## src/rtl/ternary_neuron_pkg.sv

```systemverilog
// Shared types for the ternary neuron accumulator: activation encoding and FSM states.
package ternary_neuron_pkg;

    typedef logic [1:0] act_t;

    localparam act_t ACT_POS  = 2'b01;
    localparam act_t ACT_ZERO = 2'b00;
    localparam act_t ACT_NEG  = 2'b11;

    typedef enum logic [1:0] {
        IDLE,
        ACC,
        OUT
    } state_t;

endpackage

```

## src/rtl/ternary_neuron_acc_sat_add.sv

```systemverilog
// Signed saturating adder: ACC_W-bit accumulator plus an (ACC_W+1)-bit signed delta.
module sat_add_s #(
    parameter int ACC_W = 8
) (
    input  logic signed [ACC_W-1:0] a_i,
    input  logic signed [ACC_W:0]   b_i,
    output logic signed [ACC_W-1:0] sum_o,
    output logic                    sat_o
);

    localparam logic signed [ACC_W+1:0] MAXV = (ACC_W+2)'((1 << (ACC_W-1)) - 1);
    localparam logic signed [ACC_W+1:0] MINV = -MAXV - (ACC_W+2)'(1);

    logic signed [ACC_W+1:0] full;

    always_comb begin
        full  = {{2{a_i[ACC_W-1]}}, a_i} + {b_i[ACC_W], b_i};
        sum_o = full[ACC_W-1:0];
        sat_o = 1'b0;
        if (full > MAXV) begin
            sum_o = {1'b0, {(ACC_W-1){1'b1}}};
            sat_o = 1'b1;
        end else if (full < MINV) begin
            sum_o = {1'b1, {(ACC_W-1){1'b0}}};
            sat_o = 1'b1;
        end
    end

endmodule

```

## src/rtl/ternary_neuron_acc.sv

```systemverilog
// Accumulates pc_pos - pc_neg over N_BEATS beats per frame and emits a thresholded
// ternary activation with saturation and framing-error flags over valid/ready.
module ternary_neuron_acc
    import ternary_neuron_pkg::*;
#(
    parameter int PC_W    = 5,
    parameter int N_BEATS = 4,
    parameter int ACC_W   = 8
) (
    input  logic                    clk,
    input  logic                    rst_n,
    input  logic                    in_valid,
    output logic                    in_ready,
    input  logic [PC_W-1:0]         pc_pos,
    input  logic [PC_W-1:0]         pc_neg,
    input  logic                    in_last,
    input  logic signed [ACC_W-1:0] thr_hi,
    input  logic signed [ACC_W-1:0] thr_lo,
    output logic                    out_valid,
    input  logic                    out_ready,
    output logic [1:0]              out_act,
    output logic signed [ACC_W-1:0] out_sum,
    output logic                    out_sat,
    output logic                    out_err
);

    localparam int CNT_W = $clog2(N_BEATS + 1);
    localparam logic [CNT_W-1:0] LAST_BEAT = CNT_W'(N_BEATS);

    state_t                  state_q, state_d;
    logic [CNT_W-1:0]        beat_cnt_q, beat_cnt_d, beat_num;
    logic signed [ACC_W-1:0] acc_q, acc_d;
    logic signed [ACC_W-1:0] thr_hi_q, thr_hi_d, thr_lo_q, thr_lo_d;
    logic signed [ACC_W-1:0] thr_hi_eff, thr_lo_eff;
    logic signed [ACC_W-1:0] add_a, add_sum;
    logic signed [ACC_W-1:0] out_sum_q, out_sum_d;
    logic signed [ACC_W:0]   delta;
    act_t                    out_act_q, out_act_d;
    logic                    add_sat;
    logic                    sat_q, sat_d, err_q, err_d;
    logic                    out_sat_q, out_sat_d, out_err_q, out_err_d;
    logic                    accept, first, final_beat;

    assign in_ready   = (state_q != OUT);
    assign out_valid  = (state_q == OUT);
    assign out_act    = out_act_q;
    assign out_sum    = out_sum_q;
    assign out_sat    = out_sat_q;
    assign out_err    = out_err_q;

    assign accept     = in_valid & in_ready;
    assign first      = (state_q == IDLE);
    assign beat_num   = first ? CNT_W'(1) : beat_cnt_q + CNT_W'(1);
    assign final_beat = (beat_num == LAST_BEAT);

    // Zero-extend both counts before subtracting so values above 22 still sum exactly.
    assign delta      = $signed((ACC_W+1)'(pc_pos)) - $signed((ACC_W+1)'(pc_neg));
    assign add_a      = first ? '0 : acc_q;
    assign thr_hi_eff = first ? thr_hi : thr_hi_q;
    assign thr_lo_eff = first ? thr_lo : thr_lo_q;

    sat_add_s #(.ACC_W(ACC_W)) u_sat_add (
        .a_i   (add_a),
        .b_i   (delta),
        .sum_o (add_sum),
        .sat_o (add_sat)
    );

    always_comb begin
        state_d = state_q;
        case (state_q)
            IDLE:    if (accept) state_d = final_beat ? OUT : ACC;
            ACC:     if (accept && final_beat) state_d = OUT;
            OUT:     if (out_ready) state_d = IDLE;
            default: state_d = IDLE;
        endcase
    end

    always_comb begin
        beat_cnt_d = beat_cnt_q;
        acc_d      = acc_q;
        thr_hi_d   = thr_hi_q;
        thr_lo_d   = thr_lo_q;
        sat_d      = sat_q;
        err_d      = err_q;
        out_sum_d  = out_sum_q;
        out_act_d  = out_act_q;
        out_sat_d  = out_sat_q;
        out_err_d  = out_err_q;
        if (accept) begin
            acc_d      = add_sum;
            beat_cnt_d = final_beat ? '0 : beat_num;
            sat_d      = (first ? 1'b0 : sat_q) | add_sat;
            err_d      = (first ? 1'b0 : err_q) | (in_last != final_beat);
            if (first) begin
                thr_hi_d = thr_hi;
                thr_lo_d = thr_lo;
            end
            if (final_beat) begin
                out_sum_d = add_sum;
                out_sat_d = sat_d;
                out_err_d = err_d;
                if (add_sum > thr_hi_eff)      out_act_d = ACT_POS;
                else if (add_sum < thr_lo_eff) out_act_d = ACT_NEG;
                else                           out_act_d = ACT_ZERO;
            end
        end
    end

    always_ff @(posedge clk) begin
        if (!rst_n) begin
            state_q    <= IDLE;
            beat_cnt_q <= '0;
            acc_q      <= '0;
            thr_hi_q   <= '0;
            thr_lo_q   <= '0;
            sat_q      <= 1'b0;
            err_q      <= 1'b0;
            out_sum_q  <= '0;
            out_act_q  <= ACT_ZERO;
            out_sat_q  <= 1'b0;
            out_err_q  <= 1'b0;
        end else begin
            state_q    <= state_d;
            beat_cnt_q <= beat_cnt_d;
            acc_q      <= acc_d;
            thr_hi_q   <= thr_hi_d;
            thr_lo_q   <= thr_lo_d;
            sat_q      <= sat_d;
            err_q      <= err_d;
            out_sum_q  <= out_sum_d;
            out_act_q  <= out_act_d;
            out_sat_q  <= out_sat_d;
            out_err_q  <= out_err_d;
        end
    end

endmodule

```

## config.mk

```make
export PLATFORM = sky130hd
export DESIGN_NAME = ternary_neuron_acc
export DESIGN_NICKNAME = d
export VERILOG_FILES = /design/src/rtl/ternary_neuron_pkg.sv /design/src/rtl/ternary_neuron_acc_sat_add.sv /design/src/rtl/ternary_neuron_acc.sv
export SDC_FILE = /design/constraint.sdc
export NUM_CORES = 1
export LEC_CHECK = 0
export CAP_MARGIN = 40
export CORE_UTILIZATION = 36
export CTS_CLUSTER_SIZE = 20
export DETAILED_ROUTE_END_ITERATION = 10
export MAX_ROUTING_LAYER = met4
export SETUP_SLACK_MARGIN = 0.4
export SYNTH_ARGS = -nofsm -noshare
export SYNTH_HDL_FRONTEND = slang
export SYNTH_SLANG_ARGS = --single-unit
```

## constraint.sdc

```tcl
create_clock -name clk -period 13.9 [get_ports clk]
set_input_delay 1.39 -clock clk [delete_from_list [all_inputs] [get_ports clk]]
set_output_delay 1.39 -clock clk [all_outputs]
set_load 0.01 [all_outputs]
```

Word-level counts from Yosys, hierarchy flattened

Cells that the tools add are included.

Add/sub/neg operators: 3
Order comparisons: 4
Equal/unequal tests: 8
Muxes and demuxes: 18
Bitwise operators: 3
Reduce and logical (&&, ||, !) cells: 4

Operator list:

| kind                | count |
|---|---|
| $mux 8              | 5 |
| $mux 2              | 6 |
| $gt 10x8->1 const B | 1 |
| $lt 10x8->1 const B | 1 |
| $add 8x6->9         | 1 |
| $gt 8x8->1          | 1 |
| $lt 8x8->1          | 1 |
| $mux 3              | 2 |
| $pmux 2 s3          | 1 |
| $sub 5x5->6         | 1 |
| $mux 1              | 4 |
| $ne 2x1->1 const B  | 2 |
| $ne 2x2->1 const B  | 2 |
| $add 3x1->3 const B | 1 |
| $eq 3x3->1 const B  | 1 |
| $reduce_and 3->1    | 1 |
| $eq 2x1->1 const B  | 1 |
| $eq 2x2->1 const B  | 1 |
| $logic_not 2->1     | 1 |
| $or 1x1->1          | 2 |
| $reduce_and 2->1    | 1 |
| $and 1x1->1         | 1 |
| $logic_and 1x1->1   | 1 |
| $ne 1x1->1          | 1 |

Bits in registers: 43
Output and inout bits: 14

Depth between registers and ports, before layout

Depth in word-level cells: 9
Gate-level depth with buffers: 22
Gate-level depth less buffers: 22

Modules after synthesis

Synthesis repeated with hierarchy kept, for this count alone.

Cell total of the unflattened synthesis: 351
Area, all modules: 2951.6 um^2

By module, submodules not included:

| module             | instances | cells an instance | area an instance (um^2) | sequential area each (um^2) |
|---|---|---|---|---|
| ternary_neuron_acc | 1         | 272               | 2324.7                  | 860.8 |
| sat_add_s          | 1         | 79                | 626.9                   | 0.0 |

Worst setup path before layout

OpenSTA, ideal clock, no wires.

Path kind: input-to-reg
Start: input pc_pos[0]
End: register out_act_q[0], in the netlist out_act[0]
Setup time: 0.119 ns
Arrival time: 5.248 ns
Required time: 13.781 ns
Setup slack: 8.534 ns
Stages on the path: 22
Cells stage by stage: inv_1 -> ha_1 -> inv_1 -> fa_1 -> a21oi_1 -> nor2_1 -> nor2_1 -> xnor2_1 -> ha_1 -> a21oi_1 -> o2111ai_1 -> a221oi_4 -> and2_1 -> o21a_1 -> inv_1 -> ha_1 -> nor2b_1 -> o21bai_1 -> a31oi_1 -> a2111oi_0 -> o221ai_1 -> o221a_1

Word-level cells in the longest chain between the ends: 8
Elaborated cells on any way between the ends: 10
Classes of those cells: add/sub: 2; order compare: 4; mux: 4

Ends and longest elaborated chain:

| element                | RTL line                         | source |
|---|---|---|
| start: declaration     | ternary_neuron_acc.sv:14         | `input logic [PC_W-1:0] pc_pos,` |
| $sub 5x5->6 (*)        | ternary_neuron_acc.sv:57         | `assign delta = $signed((ACC_W+1)'(pc_pos)) - $signed((ACC_W+1)'(pc_neg));` |
| $add 8x6->9 (*)        | ternary_neuron_acc_sat_add.sv:17 | `full = {{2{a_i[ACC_W-1]}}, a_i} + {b_i[ACC_W], b_i};` |
| $lt 10x8->1            | ternary_neuron_acc_sat_add.sv:23 | `end else if (full < MINV) begin` |
| $mux 8                 | ternary_neuron_acc_sat_add.sv:23 |  |
| $mux 8 (*)             | ternary_neuron_acc_sat_add.sv:20 | `if (full > MAXV) begin` |
| via add_sum[1]         | ternary_neuron_acc.sv:35         | `logic signed [ACC_W-1:0] add_a, add_sum;` |
| $lt 8x8->1             | ternary_neuron_acc.sv:104        | `else if (add_sum < thr_lo_eff) out_act_d = ACT_NEG;` |
| $mux 2                 | ternary_neuron_acc.sv:104        |  |
| $mux 2 (*)             | ternary_neuron_acc.sv:103        | `if (add_sum > thr_hi_eff) out_act_d = ACT_POS;` |
| end signal: assignment | ternary_neuron_acc.sv:132        | `out_act_q <= out_act_d;` |
| end: declaration       | ternary_neuron_acc.sv:38         | `act_t out_act_q, out_act_d;` |

Mark *: on every way through the listed nets, which the timed path passes. The rest lies on a longest branch.
A chain may end at the register's enable or synchronous reset.

Worst setup path after layout

Start: input pc_neg[1]
End: register out_act_q[0], in the netlist out_act[0]

Word-level cells in the longest chain between the ends: 8
Elaborated cells on any way between the ends: 10
Classes of those cells: add/sub: 2; order compare: 4; mux: 4

Ends and longest elaborated chain:

| element            | RTL line                         | source |
|---|---|---|
| start: declaration | ternary_neuron_acc.sv:15         | `input logic [PC_W-1:0] pc_neg,` |
| $sub 5x5->6 (*)    | ternary_neuron_acc.sv:57         |  |
| $add 8x6->9 (*)    | ternary_neuron_acc_sat_add.sv:17 |  |
| $lt 10x8->1        | ternary_neuron_acc_sat_add.sv:23 |  |
| $mux 8             | ternary_neuron_acc_sat_add.sv:23 |  |
| $mux 8 (*)         | ternary_neuron_acc_sat_add.sv:20 |  |
| via add_sum[7]     | ternary_neuron_acc.sv:35         |  |
| $lt 8x8->1         | ternary_neuron_acc.sv:104        |  |
| $mux 2             | ternary_neuron_acc.sv:104        |  |
| $mux 2 (*)         | ternary_neuron_acc.sv:103        |  |

Marks and branches as above.

==> metrics.csv <==
metric;value;unit
crit_required;14090;ps
min_period;6260;ps
die_area;7970;sq um
seq_area_frac_synth;31.4;%
path_common_cell;ha_1;
cp_cell_sequence;clkdlybuf4s50_1 > inv_1 > ha_1 > a21o_1 > a21oi_1 > o21bai_1 > a21oi_1 > ha_1 > a21o_1 > or3_1 > o21ai_2 > and2_1 > o21a_1 > inv_1 > ha_1 > nor2b_1 > o21bai_1 > a31oi_1 > a2111oi_0 > o221ai_1 > o221a_1;
fin_crit_sh;45.0;%
post-route-cell-area;3370;sq um
first_iter_violations;84;
fin_tns_setup;0;ps
cp_top_family;compound AO/OA/AOI/OAI gates;
cp_slowest_cell;a2111oi_0;
pin_count;45;
postSynthAreaPerCell;8.62;sq um
max_cap_viol_count;0;
die_y;89.3;microns
post-synth-top-area-cell;dfxtp_1;
grt_overflow;0;
wl_per_cell;13.3;microns
worst_slew_pin_slew;810;ps
critPathMaxFanout;10;
worstPathArrival;6450;ps
reg2reg_slack;9230;ps
syn_inst;318;
skew;9.40;ps
drv_slew;0;
synth_area;2740;sq um
cts_resized;0;
rr_startpoint;state_q[0];
cp-endpoint;out_act[0];
async_flop_share;0;%
setup_viol;0;
yosysUniqueCellTypes;52;
clk_pin_slew;80;ps
ys_warn_count;0;
hold_ws;461;ps
coreArea;7290;sq um
placed_area;3250;sq um
routed_wirelength;6.04;mm
fillers;777;
netlist_top_cells_area;dfxtp_1 31%, ha_1 13%, mux2i_1 6.2%, a21oi_1 4.7%, nor2_1 4.7%;
synth-edff-count;0;
cts_made_buffers;5;
drive_above_1_share;5.06;%
start_util;37.6;%
ys.flop_type;dfxtp_1;
hold_violations;0;
cp.depth;21;
antenna_found_initial;0;
fmaxAchievable;160;MHz
multi_input_area;1720;sq um
gp_congestion;0.842;
clk_latency;300;ps
netlist.area_leader.share;31.4;%
grt_usage;16.6;%
ys_ff_latch;43;
vias;2280;
synth_nets;380;
viasPerCell;5.01;
regArea;861;sq um
critical-path-max-stage-delay;500;ps
critical_path_class;in2reg;
holdBufCountCts;0;
instances_no_fill;455;
clock_sinks;43;
portBuffers;44;
syn_to_final_growth;23.0;%
ctsLongestPathBuffers;2;
crit_start;pc_neg[1];
end_kind;flop;
ant_nets;0;
hp-class;reg2reg;
status;complete, no violations;
slew_headroom;45.7;%
rows;31;
grt_pass1_vias;2218;
cp-start-kind;input port;
cts_tree;done;
htree_levels;2;
powerDensity;117;nW/um^2
vdd_drop_max;45.7;uV
place_inst;447;
dr.pass1.iters;4;
insertedDiodeCount;0;
drcViolationCount;0;
rsz0062_at_grt;false;
grt_pass1_wl;9.95;mm
path_buf_inv;3;
root_buffer;clkbuf_8;
final_nets;417;
reg2reg_to;out_act[0];
p_leak;0.00144;uW
fp.dieW;89.3;microns
post-dp-hpwl;4.62;mm
r2r_cells;16;
cts_setup_buffers;0;
grt_max_degree;50;
## area by class of cell
cell class / instances / share of cell area (%)
Sequential cell: 43 / 25.5
Tap cell: 99 / 3.67
Inverter: 26 / 2.89
Timing Repair Buffer: 45 / 13.3
Multi-Input combinational cell: 234 / 51.1
Clock inverter: 2 / 1.15
Clock buffer: 6 / 2.45
## flip-flops by register name, summed over array words and instances (netlist names)
signal and cells:
err_q 1, out_act 2, out_err 1, sat_q 1, acc_q 8, beat_cnt_q 3, state_q 2, out_sum 8
out_sat 1, thr_lo_q 8, thr_hi_q 8
## kinds of logic after synthesis
kind of cell	Yosys count	share of synthesized area, %
adders and majority gates	34	15.9
buffers and inverters	41	5.79
DFF	43	31.4
and+or+nand+nor	77	13.2
AOI/OAI and AO/OA	95	24.0
muxes	17	6.20
xor gates and xnor gates	11	3.51
## metal layers
metal	wire length [microns]	track usage, %
met1	3050	21.6
met2	2750	26.3
met3	197	3.42
met4	53	4.33
met5	0	-
## report_power, final
group          internal, uW  total (uW)  switching [uW]
combinational          68.3         156            87.8
clock                  59.1         103            44.2
sequential              131         136            4.10
## metrics by stage
step | util (%) | power, uW | setup WS [ps]
2_1_floorplan | - | 253 | 8530
5_1_grt | 46.3 | 424 | 7370
3_5_place_dp | 44.6 | 295 | 7380
3_3_place_gp | 44.6 | 292 | 7590
6_report | 46.3 | 395 | 7640
4_1_cts | 46.3 | 398 | 7700
## how the worst min path moves through the flow
stage | startpoint | endpoint | cells after the start
3_5_place_dp | thr_lo_q[0] | thr_lo_q[0] | 2
2_1_floorplan | thr_lo_q[0] | thr_lo_q[0] | 2
6_report | thr_lo_q[0] | thr_lo_q[0] | 2
4_1_cts | thr_lo_q[0] | thr_lo_q[0] | 2
5_1_grt | thr_lo_q[0] | thr_lo_q[0] | 2
3_3_place_gp | thr_lo_q[0] | thr_lo_q[0] | 2
## synth_stat cells, types with 3 or more instances
| cell type | number |
|---|---|
| dfxtp_1 | 43 |
| nand3_1 | 4 |
| nor2_1 | 34 |
| nand2_1 | 12 |
| a211oi_1 | 14 |
| inv_1 | 25 |
| xor2_1 | 7 |
| buf_2 | 4 |
| xnor2_1 | 4 |
| a21o_1 | 4 |
| nand2b_1 | 6 |
| o21ai_1 | 3 |
| clkbuf_1 | 10 |
| nor3_1 | 4 |
| o21ai_0 | 15 |
| and2_1 | 10 |
| o21a_1 | 5 |
| mux2i_1 | 17 |
| ha_1 | 29 |
| a21oi_1 | 26 |
## worst min-delay path: cells and delay by family (launching register included)
| kind | cells | cell delay [ps] |
|---|---|---|
| DFF | 1 | 320 |
| AOI/OAI and AO/OA | 1 | 50 |
| and+or+nand+nor | 1 | 50 |
## layout by cell type (no fill, tap or decap), types with 5 or more instances in the layout
cell type and count:
clkdlybuf4s50_1 44, dfxtp_1 43, nor2_1 34, ha_1 29, a21oi_1 26, inv_1 25
mux2i_1 17, o21ai_0 15, a211oi_1 14, nand2_1 12, and2_1 10, xor2_1 7
nand2b_1 6, clkbuf_8 6, o21a_1 5
Power figures use the tool's default switching activity.
